**src/rtl/mul_tile_scheduler.sv**
```systemverilog
`default_nettype none
// ============================================================================
// Module   : mul_tile_scheduler
// Purpose  : Walks a single row_col_multiplier across a T x T grid of m x m
//            output tiles in row-major order so that one multiplier produces
//            the full (T*m x n) x (n x T*m) product.
//            Local multiplier indices are offset into global A/B/R indices,
//            and result strobes are relayed to the result store as
//            registered writes while honouring store back-pressure.
// Ports    : clk, rst (async, active-high)
//            go / busy / done / tile_i / tile_j     controller side
//            mul_start / mul_clr / mul_done         multiplier control
//            mul_a_i / mul_b_j -> a_row / b_col     operand index offsetting
//            mul_z_i / mul_z_j -> cur_row / cur_col result index offsetting
//            mul_z_stb / mul_z_out / mul_z_ack      multiplier result handshake
//            r_wr_en / r_wr_row / r_wr_col / r_wr_data / r_wr_ready  store
// Config   : `define TILE_SCHED_PERF_EN adds perf_cycles / perf_stalls.
// Revision : 1.0  initial release
// ============================================================================
module mul_tile_scheduler #(
  parameter int N     = 8,
  parameter int M     = 4,
  parameter int T     = 2,
  parameter int M_LEN = (M > 1) ? $clog2(M) : 1,
  parameter int G_LEN = ((T * M) > 1) ? $clog2(T * M) : 1,
  parameter int T_LEN = $clog2(T) + 1
) (
  input  logic             clk,
  input  logic             rst,
  input  logic             go,
  output logic             busy,
  output logic             done,
  output logic [T_LEN-1:0] tile_i,
  output logic [T_LEN-1:0] tile_j,
  output logic             mul_start,
  output logic             mul_clr,
  input  logic             mul_done,
  input  logic [M_LEN-1:0] mul_a_i,
  input  logic [M_LEN-1:0] mul_b_j,
  input  logic [M_LEN-1:0] mul_z_i,
  input  logic [M_LEN-1:0] mul_z_j,
  input  logic             mul_z_stb,
  input  logic [31:0]      mul_z_out,
  output logic             mul_z_ack,
  output logic [G_LEN-1:0] a_row,
  output logic [G_LEN-1:0] b_col,
  output logic [G_LEN-1:0] cur_row,
  output logic [G_LEN-1:0] cur_col,
  output logic             r_wr_en,
  output logic [G_LEN-1:0] r_wr_row,
  output logic [G_LEN-1:0] r_wr_col,
  output logic [31:0]      r_wr_data,
  input  logic             r_wr_ready
`ifdef TILE_SCHED_PERF_EN
  ,
  output logic [31:0]      perf_cycles,
  output logic [31:0]      perf_stalls
`endif
);

  // Elaboration-time sanity check on the geometry.
  if ((N < 1) || (M < 1) || (T < 1)) begin : g_bad_params
    $error("mul_tile_scheduler: N, M and T must all be >= 1");
  end

  typedef enum logic [2:0] {
    S_IDLE  = 3'd0,
    S_CLEAR = 3'd1,
    S_RUN   = 3'd2,
    S_DRAIN = 3'd3,
    S_NEXT  = 3'd4,
    S_FIN   = 3'd5
  } state_t;

  state_t             state_q, state_d;
  logic               busy_q, busy_d;
  logic               done_q, done_d;
  logic               start_q, start_d;
  logic               clr_q, clr_d;
  logic [T_LEN-1:0]   tile_i_q, tile_i_d;
  logic [T_LEN-1:0]   tile_j_q, tile_j_d;
  logic               ack_q, ack_d;
  logic               wr_en_q, wr_en_d;
  logic [G_LEN-1:0]   wr_row_q, wr_row_d;
  logic [G_LEN-1:0]   wr_col_q, wr_col_d;
  logic [31:0]        wr_data_q, wr_data_d;

  logic               w_run;
  logic               w_outstanding;
  logic               w_capture;

  // Global index = tile * M + local, computed wide then truncated; legal
  // parameters never exceed G_LEN bits.
  function automatic logic [G_LEN-1:0] glob_idx(input logic [T_LEN-1:0] t,
                                                input logic [M_LEN-1:0] l);
    return G_LEN'(32'(t) * 32'(M) + 32'(l));
  endfunction

  assign a_row   = glob_idx(tile_i_q, mul_a_i);
  assign b_col   = glob_idx(tile_j_q, mul_b_j);
  assign cur_row = glob_idx(tile_i_q, mul_z_i);
  assign cur_col = glob_idx(tile_j_q, mul_z_j);

  // A strobe still high during the ack cycle belongs to the write being
  // acknowledged, so it is neither outstanding nor captured again.
  assign w_run         = (state_q == S_RUN) || (state_q == S_DRAIN);
  assign w_outstanding = mul_z_stb & ~ack_q;
  assign w_capture     = w_run & w_outstanding & r_wr_ready;

  always_comb begin
    state_d   = state_q;
    busy_d    = busy_q;
    done_d    = done_q;
    start_d   = start_q;
    clr_d     = clr_q;
    tile_i_d  = tile_i_q;
    tile_j_d  = tile_j_q;

    ack_d     = w_capture;
    wr_en_d   = w_capture;
    wr_row_d  = w_capture ? cur_row   : wr_row_q;
    wr_col_d  = w_capture ? cur_col   : wr_col_q;
    wr_data_d = w_capture ? mul_z_out : wr_data_q;

    case (state_q)
      S_IDLE: begin
        if (go) begin
          state_d  = S_CLEAR;
          tile_i_d = '0;
          tile_j_d = '0;
          busy_d   = 1'b1;
          clr_d    = 1'b1;
        end
      end
      S_CLEAR: begin
        state_d = S_RUN;
        clr_d   = 1'b0;
        start_d = 1'b1;
      end
      S_RUN: begin
        if (mul_done) begin
          // A same-cycle strobe is captured above; DRAIN waits for its ack.
          state_d = w_outstanding ? S_DRAIN : S_NEXT;
          start_d = w_outstanding;
        end
      end
      S_DRAIN: begin
        if (!w_outstanding) begin
          state_d = S_NEXT;
          start_d = 1'b0;
        end
      end
      S_NEXT: begin
        if (tile_j_q < T_LEN'(T - 1)) begin
          tile_j_d = tile_j_q + T_LEN'(1);
          state_d  = S_CLEAR;
          clr_d    = 1'b1;
        end else if (tile_i_q < T_LEN'(T - 1)) begin
          tile_j_d = '0;
          tile_i_d = tile_i_q + T_LEN'(1);
          state_d  = S_CLEAR;
          clr_d    = 1'b1;
        end else begin
          state_d = S_FIN;
          done_d  = 1'b1;
        end
      end
      S_FIN: begin
        state_d = S_IDLE;
        done_d  = 1'b0;
        busy_d  = 1'b0;
      end
      default: begin
        state_d = S_IDLE;
        busy_d  = 1'b0;
        done_d  = 1'b0;
        start_d = 1'b0;
        clr_d   = 1'b0;
      end
    endcase
  end

  always_ff @(posedge clk or posedge rst) begin
    if (rst) begin
      state_q   <= S_IDLE;
      busy_q    <= 1'b0;
      done_q    <= 1'b0;
      start_q   <= 1'b0;
      clr_q     <= 1'b0;
      tile_i_q  <= '0;
      tile_j_q  <= '0;
      ack_q     <= 1'b0;
      wr_en_q   <= 1'b0;
      wr_row_q  <= '0;
      wr_col_q  <= '0;
      wr_data_q <= '0;
    end else begin
      state_q   <= state_d;
      busy_q    <= busy_d;
      done_q    <= done_d;
      start_q   <= start_d;
      clr_q     <= clr_d;
      tile_i_q  <= tile_i_d;
      tile_j_q  <= tile_j_d;
      ack_q     <= ack_d;
      wr_en_q   <= wr_en_d;
      wr_row_q  <= wr_row_d;
      wr_col_q  <= wr_col_d;
      wr_data_q <= wr_data_d;
    end
  end

  assign busy      = busy_q;
  assign done      = done_q;
  assign tile_i    = tile_i_q;
  assign tile_j    = tile_j_q;
  assign mul_start = start_q;
  assign mul_clr   = clr_q;
  assign mul_z_ack = ack_q;
  assign r_wr_en   = wr_en_q;
  assign r_wr_row  = wr_row_q;
  assign r_wr_col  = wr_col_q;
  assign r_wr_data = wr_data_q;

`ifdef TILE_SCHED_PERF_EN
  logic [31:0] perf_cycles_q;
  logic [31:0] perf_stalls_q;

  // Counters restart when a new product is accepted and freeze once idle.
  always_ff @(posedge clk or posedge rst) begin
    if (rst) begin
      perf_cycles_q <= '0;
      perf_stalls_q <= '0;
    end else if ((state_q == S_IDLE) && go) begin
      perf_cycles_q <= '0;
      perf_stalls_q <= '0;
    end else begin
      if (busy_q) begin
        perf_cycles_q <= perf_cycles_q + 32'd1;
      end
      if (w_run && mul_z_stb && !r_wr_ready) begin
        perf_stalls_q <= perf_stalls_q + 32'd1;
      end
    end
  end

  assign perf_cycles = perf_cycles_q;
  assign perf_stalls = perf_stalls_q;
`endif

endmodule
`default_nettype wire

```
**config.mk**
```make
export PLATFORM = sky130hd
export DESIGN_NAME = mul_tile_scheduler
export DESIGN_NICKNAME = d
export VERILOG_FILES = /design/src/rtl/mul_tile_scheduler.sv
export SDC_FILE = /design/constraint.sdc
export NUM_CORES = 1
export LEC_CHECK = 0
export CORE_MARGIN = 8
export CORE_UTILIZATION = 40
export CTS_BUF_LIST = sky130_fd_sc_hd__clkbuf_2
export DETAILED_ROUTE_END_ITERATION = 10
export PLACE_DENSITY = 0.89
export SLEW_MARGIN = 10
export SYNTH_ARGS = -nofsm -noshare
export SYNTH_HDL_FRONTEND = slang
export SYNTH_SLANG_ARGS = --single-unit
```
**constraint.sdc**
```tcl
create_clock -name clk -period 2.1 [get_ports clk]
set_clock_uncertainty 0.2 [all_clocks]
set_input_delay 0.315 -clock clk [delete_from_list [all_inputs] [get_ports clk]]
set_output_delay 0.315 -clock clk [all_outputs]
set_load 0.005 [all_outputs]
```
==> results.md, run 1 <==
* Status: completed
* Max_slew headroom at 74.3%
* Area growth, synth to finish at 49.1%
* Mapped Cells at 160
* Reg clk slew, reported paths at 0.25 ns
* RR Endpoint: r_wr_data[18]
* Sequential fraction of the synthesis area at 58.7%
* Setup ws final at 0.117 ns
* Synth Net Count at 208
* Share of cells above drive strength 1 at 17.1%
* Synth area leaders: dfrtp_1 (59%), mux2_2 (15%), buf_4 (4.9%)
* HP Start: mul_z_out[26]
* Min Tclk post-route at 1.98 ns
* Top cell type's share of synthesized area at 58.7%
* Root Buffer: clkbuf_2
* Cell taking the most area after synthesis: dfrtp_1
* First-pass GRT wire length at 8510 um
* Hold depth at 2
* Power Density at 1300 nW/um^2
* Max-cap violations at 0
* Worst R2R Start: r_wr_en
* Final net count at 298
* Endpoints failing setup at 0
* Post-route insts no fill at 321
* Crit path launch: tile_i[0]
* Post-DR wirelength/cell at 16.4 um
* Leakage power at 1.32 nW
* Final Power at 4.14 mW
* Critical path buffer and inverter count at 1
* Kind of cell adding the most delay to the critical path: buffers and inverters
* Maximum clock path buffer count at 2
* Hold Crit Class: in2reg
* DR vias at 1,578
* Hold EP: r_wr_data[26]
* Routability cong. at 0.803
* HPWL Detailed at 3990 um
* Crit-path cells: clkdlybuf4s50_1
* Synth warn at 0
* Initial antenna violation count at 0
* Largest net degree at the start of global routing at 51
* Latest clock arrival within the worst-skew pair at 0.42 ns
* CTS Buf Count at 5
* CTS tree: done
* CTS HTree Levels at 2
* Synth unique cells at 31
* Cell count of the worst reg-to-reg path at 4
* Initial DRC Count at 20
* CP max stage cell: clkdlybuf4s50_1
* Vias per cell at 4.92
* Type of destination of the critical path: output port
* WS Path Type: reg2out
* Post-route ant nets at 0
* Period utilization at 94.4%
* Die area at 7930 um^2
* # clock sinks at 50
* Worst Path Required at 1.58 ns
* Fillcell total at 453
* Final Max Slew Viols at 0
* Ports at 106
* F_max at 0.504 GHz
* Final antenna diode count at 0
* CP max FO at 7
* Core area at 5140 um^2
* RSZ-0062 raised after global routing: false
* PortBufs at 97
* Drt drc at 0
* Final hold viol count at 0
* Cts repair resizes at 0
* Peak VDD IR at 0.000645 V
* Detailed Routing Iterations Pass 1 at 7
* Dpl ws at -0.187 ns
* CTS Hold Bufs at 1
* Syn_area_per_cell at 13.3 um^2
* Via count of the first global-routing pass at 1,737
* Crit start category: flip-flop
* Flops & latches, synth at 50
* Initial Util at 41.5%
* Placed cells at 312
* Chip Height at 89.0 um
* Crit path largest cell delay at 0.55 ns
* Total congestion overflow at 0
* Slew @ Worst Pin at 0.384 ns
* FP Rows at 26
* Synthesized cell area at 2130 um^2
* Die width at 89.0 um
* Critical Path AT at 1.47 ns
* GRT Total Usage at 13.8%
* R2R Setup Slk at 0.17 ns
* Buffer count from post-CTS setup fixing at 0
* WL final at 5260 um
-- sequential cells by signal, indices dropped and copies added (netlist names), 2 cells and up --
signal / count
r_wr_data: 32
r_wr_col: 3
r_wr_row: 3
state_q: 3
tile_i: 2
tile_j: 2
-- stage by stage --
step / instance area (um^2) / util (%) / hold WS (ns) / setup TNS [ns]
after floorplan: 2130 / - / 0.250 / 0
after global placement: 3130 / 60.9 / 0.267 / -5.40
after detailed placement: 3130 / 60.9 / 0.274 / -5.93
after CTS: 3180 / 61.9 / 0.232 / 0
after global routing: 3180 / 61.9 / 0.221 / 0
final: 3180 / 61.9 / 0.258 / 0
-- cell type report --
type / count / area [um^2] / area share [%]
clock buffers: 5 / 25.0 / 0.786
clock inverters: 3 / 16.3 / 0.511
inverters: 5 / 18.8 / 0.590
multi-input cells: 86 / 734 / 23.1
flip-flops and latches: 50 / 1250 / 39.3
well taps: 70 / 87.6 / 2.75
repair buffers: 102 / 1050 / 33.0
-- cells in the final DEF (no fill, tap or decap), types with 2 or more instances in the layout --
cell	count
nor2b_1	5
nor4bb_1	2
nand2_1	2
a21oi_1	3
mux2_2	29
mux2_1	9
clkdlybuf4s50_1	97
clkbuf_2	5
inv_1	4
nor2_1	5
dfrtp_1	50
nand4_1	2
ha_1	2
buf_12	3
nand3_1	4
o21ai_0	7
a22o_1	2
nor3_1	2
-- cell families (layout without fill, tap and decap cells) --
| group | count (synthesis) | in the layout | share of synthesized area, % |
|---|---|---|---|
| DFF | 50 | 50 | 58.7 |
| muxes | 38 | 38 | 20.1 |
| and+or+nand+nor | 30 | 30 | 8.39 |
| buffers and inverters | 24 | 115 | 7.16 |
| AOI/OAI and AO/OA | 16 | 16 | 4.58 |
| adders and majority gates | 2 | 2 | 1.17 |
-- worst max path at each step --
stage / end / slack (ns) / depth (start not counted)
final: a_row[2] / 0.12 / 1
after global routing: tile_i[0] / 0.02 / 1
after CTS: a_row[2] / 0.08 / 1
after detailed placement: r_wr_data[18] / -0.19 / 5
after global placement: r_wr_data[0] / -0.16 / 5
after floorplan: r_wr_col[0] / 0.23 / 5
-- power by group --
group / switching, mW / leakage, nW / internal (mW) / total (mW)
sequential: 0.287 / 0.608 / 1.42 / 1.71
combinational: 0.692 / 0.682 / 1.36 / 2.05
clock: 0.304 / 0.0264 / 0.0759 / 0.380
-- layer usage --
metal  share of wire (%)  wire length (um)  vias to the layer above  track usage, %
met4                 1.1                57                        0            4.53
li1                    -                 -                      728               -
met3                  12               621                        8            7.08
met1                  37              1970                      760            14.3
met2                  50              2610                       82            23.7
met5                   0                 0                        -               0
-- synthesized netlist by cell type --
cell and count:
nand3_1 4, clkbuf_1 2, nand3b_1 1, a22o_1 2, nor2_2 1, buf_4 14
ha_1 2, nor3_1 2, nand2_1 2, nor4bb_1 2, inv_1 5, nand2b_1 1
o21ai_0 7, a211oi_1 1, nand4_1 2, nor2b_1 5, or3b_1 1, and3_1 1
or3b_2 1, o22ai_1 1, a21oi_1 3, buf_6 1, or2_0 1, nor4b_1 1
mux2_1 9, mux2_2 29, o32ai_1 1, nor2_1 5, buf_2 2, dfrtp_1 50
a21o_1 1
Note: power is estimated with default switching activity, not from simulation.
==> run 2: changes to the inputs <==
--- a/config.mk
+++ b/config.mk
@@ -5,11 +5,10 @@
 export SDC_FILE = /design/constraint.sdc
 export NUM_CORES = 1
 export LEC_CHECK = 0
-export CORE_MARGIN = 8
-export CORE_UTILIZATION = 40
+export CORE_UTILIZATION = 35
 export CTS_BUF_LIST = sky130_fd_sc_hd__clkbuf_2
 export DETAILED_ROUTE_END_ITERATION = 10
-export PLACE_DENSITY = 0.89
+export PLACE_DENSITY = 0.83
 export SLEW_MARGIN = 10
 export SYNTH_ARGS = -nofsm -noshare
 export SYNTH_HDL_FRONTEND = slang
==> constraint.sdc (replaced) <==
create_clock -name clk -period 1.8 [get_ports clk]
set_clock_uncertainty 0.2 [all_clocks]
set_input_delay 0.27 -clock clk [delete_from_list [all_inputs] [get_ports clk]]
set_output_delay 0.27 -clock clk [all_outputs]
set_load 0.005 [all_outputs]
==> run 2 against run 1 <==
Effect of this change:
- the run now ends with setup timing left
- non-clock buffer count is 10 higher
- clock power rose by 54%
- power grew 13%
- via count up 1.4%
- flip-flop and latch count unchanged
- die area fell by 19%
- critical path depth rose by 3
- count of clock-buffer cells in the layout did not move
- wire length down 16%
- register-to-register slack worse by 0.18 ns
==> results.md, run 2 (same netlist as run 1, synthesis figures left out) <==
* Final net count at 308
* Peak VDD IR at 0.000737 V
* Final Max Slew Viols at 0
* Die area at 6410 um^2
* Clock share of power at 12.5%
* Post-route ant nets at 0
* Type of destination of the critical path: flip-flop
* Maximum clock path buffer count at 2
* Endpoints failing setup at 10
* CTS tree: done
* Vias per cell at 4.76
* Sequential share of power at 41.3%
* Hold Crit Class: in2reg
* # clock sinks at 50
* Post-route insts no fill at 336
* Latest clock arrival within the worst-skew pair at 0.41 ns
* WL final at 4450 um
* DR vias at 1,600
* Leakage power at 1.49 nW
* Internal power at 3.22 mW
* Fillcell total at 551
* Most frequent cells in the layout: dfrtp_1 (50), dlygate4sd2_1 (47), clkdlybuf4s50_1 (45), mux2_2 (29), buf_4 (11)
* Initial Util at 36.2%
* Ports at 106
* Critical path buffer and inverter count at 1
* Detailed Routing Iterations Pass 1 at 4
* Initial DRC Count at 78
* RSZ-0062 raised after global routing: true
* Max-cap violations at 0
* Root Buffer: clkbuf_2
* Via count of the first global-routing pass at 1,669
* Chip Height at 80.1 um
* Combinational Power Share at 46.2%
* Total congestion overflow at 0
* Min Tclk post-route at 1.81 ns
* CP max stage cell: dfrtp_1
* Dpl ws at -0.429 ns
* Largest net degree at the start of global routing at 51
* Drt drc at 0
* CP max FO at 32
* Max_slew headroom at 74.2%
* Reg area at 1250 um^2
* Slew @ Worst Pin at 0.386 ns
* GRT Total Usage at 14.9%
* Crit start category: flip-flop
* Final antenna diode count at 0
* F_max at 0.551 GHz
* Multi-input logic area at 742 um^2
* Setup ws final at -0.0140 ns
* Crit-path cells: or3b_4 -> nor2_4 -> buf_12 -> mux2_2
* Die width at 80.1 um
* CTS HTree Levels at 2
* Final hold viol count at 0
* CTS Buf Count at 5
* Final Power at 4.67 mW
* Routability cong. at 0.723
* Sum of negative setup slack at -0.0579 ns
* Switching share of power at 31.0%
* Area growth, synth to finish at 51.5%
* Power Density at 1440 nW/um^2
* Status: finished, violations left
* Period utilization at 101%
* Largest register FFs at 32
* Core area at 5890 um^2
* First-pass GRT wire length at 7360 um
* Kind of cell adding the most delay to the critical path: simple AND/OR/NAND/NOR gates
* Crit path largest cell delay at 0.43 ns
* Share of cells above drive strength 1 at 21.5%
* P_sw at 1.45 mW
* WS Path Type: reg2reg
* FP Rows at 28
* HPWL Detailed at 3300 um
* Placed cells at 321
* Worst Path Required at 1.94 ns
* Post-DR wirelength/cell at 13.2 um
* Most common cell after layout, fill and taps aside: dfrtp_1
* Reg clk slew, reported paths at 0.24 ns
* PortBufs at 97
* Initial antenna violation count at 0
* Failing checks: setup timing
* Critical Path AT at 1.95 ns
[run 2: repair_timing]
action                                  CTS  global route
gates resized for setup                  53             7
endpoints found under the setup margin   83            39
hold buffers                              1             0
endpoints found under the hold margin    50             0
setup buffers                             5             1
[run 2: cell type report]
type	count	area share, %
Sequential cell	50	38.7
Clock inverter	3	1.32
Inverter	5	0.581
Timing Repair Buffer	112	32.8
Multi-Input combinational cell	86	23.0
Clock buffer	5	0.774
Tap cell	75	2.90
[run 2: final timing paths]
path | from | to | slack (ns) | cells past startpoint
worst max register to register | state_q[2] | r_wr_data[22] | -0.01 | 4
worst min-delay path | mul_z_out[28] | r_wr_data[28] | 0.23 | 2
max in group asynchronous | rst | busy | 0.62 | 4
min in group asynchronous | rst | r_wr_data[30] | 0.54 | 4
worst min register to register | r_wr_col[1] | r_wr_col[1] | 0.32 | 1
worst max-delay path | state_q[2] | r_wr_data[22] | -0.01 | 4
[run 2: power groups by stage]
stage	combinational, mW	clock [mW]	sequential [mW]
finish	2.16	0.584	1.93
global route	2.38	0.659	2.02
global placement	2.35	0	1.99
floorplan	0.959	0	2.04
detailed placement	2.44	0	2.00
CTS	2.16	0.615	1.94
[run 2: through the flow]
stage	hold WS (ns)	util (%)	cell area [um^2]
after floorplan	0.205	-	2140
after global placement	0.271	53.6	3150
after detailed placement	0.279	53.6	3150
after CTS	0.193	54.6	3210
after global routing	0.176	54.9	3230
final	0.231	54.9	3230
[run 2: routing by layer]
layer | global-route usage, % | up-vias | share of wire [%]
met3 | 5.23 | 5 | 8.0
met1 | 17.0 | 789 | 41
met5 | 0 | - | 0
li1 | - | 745 | -
met2 | 26.5 | 61 | 50
met4 | 3.75 | 0 | 0.81
